`src/rtl/spawn_gen.sv`:
```
// spawn_gen: periodic obstacle spawner that draws LFSR values, maps them to a bounded gap position
// and offers it over valid/ready. Rev 1.0
`default_nettype none

module spawn_gen #(
  parameter int unsigned PERIOD     = 60,
  parameter int unsigned GAP_MIN    = 4,
  parameter int unsigned GAP_RANGE  = 20,
  parameter int unsigned MAX_REDRAW = 3
) (
  input  logic       clk_i,
  input  logic       rst_ni,
  input  logic       en_i,
  input  logic       tick_i,
  input  logic [4:0] rand_i,
  output logic       next_o,
  output logic       spawn_valid_o,
  input  logic       spawn_ready_i,
  output logic [5:0] spawn_pos_o,
  output logic [7:0] spawn_count_o,
  output logic       overrun_o
);

  typedef enum logic [2:0] {
    IDLE    = 3'd0,
    COUNT   = 3'd1,
    DRAW    = 3'd2,
    EVAL    = 3'd3,
    PRESENT = 3'd4
  } state_t;

  localparam logic [7:0] PERIOD_V     = 8'(PERIOD);
  localparam logic [5:0] GAP_MIN_V    = 6'(GAP_MIN);
  localparam logic [5:0] RANGE_V      = 6'(GAP_RANGE);
  localparam logic [7:0] MAX_REDRAW_V = 8'(MAX_REDRAW);

  state_t     state;
  state_t     state_nxt;
  logic [7:0] period_cnt;
  logic [7:0] redraw_cnt;
  logic       expire;
  logic       handshake;
  logic       accept;
  logic       can_redraw;
  logic [5:0] rand_ext;
  logic [5:0] offset;

  assign rand_ext   = {1'b0, rand_i};
  assign expire     = tick_i && (period_cnt == 8'd1);
  assign handshake  = (state == PRESENT) && spawn_valid_o && spawn_ready_i;
  assign accept     = rand_ext < RANGE_V;
  assign can_redraw = redraw_cnt < MAX_REDRAW_V;
  // Fold stays in range because GAP_RANGE is at least half of the 5-bit draw space.
  assign offset     = accept ? rand_ext : (rand_ext - RANGE_V);

  always_ff @(posedge clk_i or negedge rst_ni) begin
    if (!rst_ni) begin
      state <= IDLE;
    end else begin
      state <= state_nxt;
    end
  end

  always_comb begin
    state_nxt = state;
    case (state)
      IDLE: begin
        if (en_i) state_nxt = COUNT;
      end
      COUNT: begin
        if (!en_i)       state_nxt = IDLE;
        else if (expire) state_nxt = DRAW;
      end
      DRAW: begin
        state_nxt = en_i ? EVAL : IDLE;
      end
      EVAL: begin
        if (!en_i)                       state_nxt = IDLE;
        else if (accept || !can_redraw)  state_nxt = PRESENT;
        else                             state_nxt = DRAW;
      end
      PRESENT: begin
        if (handshake) state_nxt = en_i ? COUNT : IDLE;
      end
      default: state_nxt = IDLE;
    endcase
  end

  // Period counter only runs while waiting for a draw or holding a pending spawn.
  always_ff @(posedge clk_i or negedge rst_ni) begin
    if (!rst_ni) begin
      period_cnt <= PERIOD_V;
    end else begin
      case (state)
        IDLE: period_cnt <= PERIOD_V;
        COUNT: begin
          if (!en_i)       period_cnt <= PERIOD_V;
          else if (tick_i) period_cnt <= expire ? PERIOD_V : (period_cnt - 8'd1);
        end
        PRESENT: begin
          if (tick_i) period_cnt <= expire ? PERIOD_V : (period_cnt - 8'd1);
        end
        default: ;
      endcase
    end
  end

  always_ff @(posedge clk_i or negedge rst_ni) begin
    if (!rst_ni) begin
      redraw_cnt <= 8'd0;
    end else if ((state == COUNT) && en_i && expire) begin
      redraw_cnt <= 8'd0;
    end else if ((state == EVAL) && en_i && !accept && can_redraw) begin
      redraw_cnt <= redraw_cnt + 8'd1;
    end
  end

  always_ff @(posedge clk_i or negedge rst_ni) begin
    if (!rst_ni) begin
      spawn_pos_o <= 6'd0;
    end else if ((state == EVAL) && (state_nxt == PRESENT)) begin
      spawn_pos_o <= GAP_MIN_V + offset;
    end
  end

  always_ff @(posedge clk_i or negedge rst_ni) begin
    if (!rst_ni) begin
      spawn_count_o <= 8'd0;
    end else if (handshake) begin
      spawn_count_o <= spawn_count_o + 8'd1;
    end
  end

  // Registered strobes track the state being entered so they line up with it.
  always_ff @(posedge clk_i or negedge rst_ni) begin
    if (!rst_ni) begin
      next_o        <= 1'b0;
      spawn_valid_o <= 1'b0;
      overrun_o     <= 1'b0;
    end else begin
      next_o        <= (state_nxt == DRAW);
      spawn_valid_o <= (state_nxt == PRESENT);
      overrun_o     <= (state == PRESENT) && expire && !handshake;
    end
  end

endmodule

`default_nettype wire
```
`config.mk`:
```
export PLATFORM = sky130hd
export DESIGN_NAME = spawn_gen
export DESIGN_NICKNAME = d
export VERILOG_FILES = /design/src/rtl/spawn_gen.sv
export SDC_FILE = /design/constraint.sdc
export NUM_CORES = 1
export LEC_CHECK = 0
export CAP_MARGIN = 20
export CORE_ASPECT_RATIO = 1.4
export CORE_UTILIZATION = 40
export CTS_CLUSTER_DIAMETER = 30
export DETAILED_ROUTE_END_ITERATION = 6
export PLACE_DENSITY = 0.68
export SLEW_MARGIN = 20
export SYNTH_ARGS = -nofsm -noshare
export SYNTH_HDL_FRONTEND = slang
export SYNTH_SLANG_ARGS = --single-unit
export TNS_END_PERCENT = 5
```
`constraint.sdc`:
```
create_clock -name clk_i -period 2.3 [get_ports clk_i]
set_clock_uncertainty 0.05 [all_clocks]
set_input_delay 0.23 -clock clk_i [delete_from_list [all_inputs] [get_ports clk_i]]
set_output_delay 0.23 -clock clk_i [all_outputs]
set_load 0.03 [all_outputs]
```
==> reports/metrics.csv <==
metric;value;unit
max_slew.worst_pin.slew;0.531;ns
grt_util_all_layers;16.6;%
worstSetupEndpointType;flip-flop;
viasPerCell;5.11;
clock_tree_from_tritoncts;built;
min_period;1.94;ns
number_of_antenna_violations_at_the_first_check_in_global_routing;0;
dpl.cell_count;247;
cp.arrival;2.07;ns
synth_top_flop_cell;sky130_fd_sc_hd__dfrtp_1;
multi_input_combinational_cell_area;818;um^2
power_spent_charging_and_discharging_nets;0.266;mW
flow.area_growth_from_synthesis;27.4;%
post-cts-setup-buffer-count;0;
drc;0;
synth.top_cells.by_count;sky130_fd_sc_hd__dfrtp_1 (32), sky130_fd_sc_hd__nand2_1 (14), sky130_fd_sc_hd__and2_1 (9), sky130_fd_sc_hd__nand3_1 (9);
die_w;58.2;um
cp_max_fo;4;
rows;28;
power_leakage;1.02;nW
cts_h_tree_depth;2;
count_of_nets_left_with_antenna_violations_after_detail_routing;0;
die-height;80.7;um
cts_max_path_buffers;2;
sequentialPowerShare;48.7;%
worst_slack;0.360;ns
core_area;0.00424;mm^2
cp-start-kind;input port;
route.detailed.wl_per_inst;13.3;um
dr_total_vias;1304;
synth.ff_latch_count;36;
synth.cell_area;0.00177;mm^2
n_fill_cell;371;
totalNegativeSetupSlack;0;ns
dpl-instance-area;0.00213;mm^2
run_status;finished clean;
worstReg2RegStart;redraw_cnt[0];
drt_pass1_iterations;4;
dieArea;0.00470;mm^2
area.sequential;906;um^2
synth.yosys.warnings;0;
powerDensity;586;mW/mm^2
power.share.switching;20.1;%
yosys.cell_types.count;45;
syn-mean-instance-area;11.1;um^2
number_of_hold_violations_in_the_final_report;0;
grt_max_degree;37;
synth.top_cells.by_area;sky130_fd_sc_hd__dfrtp_1 (45%), sky130_fd_sc_hd__dfstp_2 (5.9%), sky130_fd_sc_hd__ha_1 (4.2%);
design.portCount;27;
count_of_pins_over_their_slew_limit;0;
critPathLaunch;rand_i[2];
power_frac_comb;5.9;%
post-route-util;53.2;%
cts-root-buf;sky130_fd_sc_hd__clkbuf_8;
drtIter0Drc;29;
post_cts_resized;0;
port_buffers;26;
cts_made_buffers;5;
via_count_of_the_first_global_routing_pass;1350;
netlist.area_leader.share;45.2;%
antennaDiodeCount;0;
grt.overflow.total;0;
half_perimeter_wire_length_after_detailed_placement;2.54;mm
p_int;1.06;mW
drt_wl_total;3.40;mm
stdcell_count;255;
fin_hold_ws;0.303;ns
register_clock_pin_slew_on_the_reported_worst_setup_and_hold_paths;0.07;ns
ir_drop;0.000361;V
clkSinkCount;36;
yosysTopAreaCell;sky130_fd_sc_hd__dfrtp_1;
postSynthNetCount;176;
global_route_wire_length_before_repair;5.84;mm
cts_hold_buf;0;
design.final.nets;210;
fin_crit_sh;84.4;%
finish.instance_area;0.00226;mm^2
yosysMostFrequentCell;sky130_fd_sc_hd__dfrtp_1;
post_synthesis_sequential_area_ratio;51.1;%
timing.fmax;515;MHz
report.power.total;1.32;mW
worstPathRequired;2.43;ns
detailedPlace.worstSlack;0.0452;ns
syn_inst;160;
gp_congestion;0.732;
grt_setup_unrepaired;no;
synth_enable_flop_cells;0;
clock_power_share;45.4;%
insertion_delay;0.29;ns
fraction_of_final_layout_cells_with_drive_strength_greater_than_1;16.4;%
max_slew_margin;64.5;%
initial_utilization;41.8;%
max_cap_violations;0;
worst-setup-path-type;input port to flip-flop;
finalSetupViolCount;0;
async_flop_share;100;%
hold_path_class;input port to asynchronous set/reset pin;
path summary, 6_finish.rpt:
| kind | end | slack, ns | cells after the start |
|---|---|---|---|
| min reg2reg | spawn_count_o[7] | 0.43 | 1 |
| min | period_cnt[6] | 0.30 | 2 |
| max reg2reg | redraw_cnt[1] | 0.38 | 5 |
| max | spawn_pos_o[3] | 0.36 | 8 |
| max in group asynchronous | period_cnt[4] | 1.54 | 2 |
| min in group clk_i | spawn_count_o[7] | 0.43 | 1 |
power by group through the flow:
stage | sequential [mW] | clock (mW) | combinational (mW)
after floorplan | 0.653 | 0 | 0.0378
after CTS | 0.644 | 0.614 | 0.0799
final | 0.644 | 0.601 | 0.0780
after global placement | 0.655 | 0 | 0.0742
after global routing | 0.644 | 0.639 | 0.0881
after detailed placement | 0.656 | 0 | 0.0796
logic make-up (layout without fill, tap and decap cells):
logic type	count (synthesis)	in the layout	synth area share, %
compound gates	20	20	8.19
simple gates	66	66	23.0
fa+ha+maj	6	6	4.24
mux	7	7	4.31
xor+xnor	13	13	6.43
buf+inv	12	47	2.68
flops	36	36	51.1
routing by layer:
layer  vias up  track usage (%)  routed length [um]
met4         0             7.86                  76
met1       636             18.1                1400
li1        636                -                   -
met3         8             4.78                 119
met2        24             29.3                1810
met5         -                0                   0
flip-flops by register name (all words and copies together), names as in the netlist:
name,cells
spawn_valid_o,1
redraw_cnt,8
spawn_count_o,8
state,3
period_cnt,8
spawn_pos_o,6
next_o,1
overrun_o,1
cell usage in the layout, fill, tap and decap left out, drive strengths merged, types with 2 or more instances in the layout:
cell type / instances
nor4: 2
nand4: 4
mux2: 5
nor2: 4
a211oi: 2
nand3: 9
and4bb: 2
buf: 6
clkbuf: 7
a21oi: 7
xor2: 6
dfstp: 4
and2: 9
dfrtp: 32
ha: 6
xnor2: 7
and3: 5
clkdlybuf4s50: 26
a31oi: 4
o31ai: 2
nor2b: 3
nand3b: 2
inv: 7
nor3: 5
mux2i: 2
nand2: 15
area by class of cell:
cell class,count,area share [%]
timing repair buffer,32,13.5
multi-input combinational,112,36.3
inverter,7,1.16
clock inverter,1,1.33
clock buffer,7,4.27
sequential,36,40.1
tap,60,3.33
critical path, cell delays in order:
cell	delay [ns]
sky130_fd_sc_hd__clkdlybuf4s50_1	0.49
sky130_fd_sc_hd__inv_1	0.08
sky130_fd_sc_hd__ha_1	0.25
sky130_fd_sc_hd__nor2b_1	0.18
sky130_fd_sc_hd__buf_4	0.15
sky130_fd_sc_hd__mux2i_1	0.19
sky130_fd_sc_hd__ha_1	0.24
sky130_fd_sc_hd__mux2_2	0.26
(Power assumes the default switching activity.)
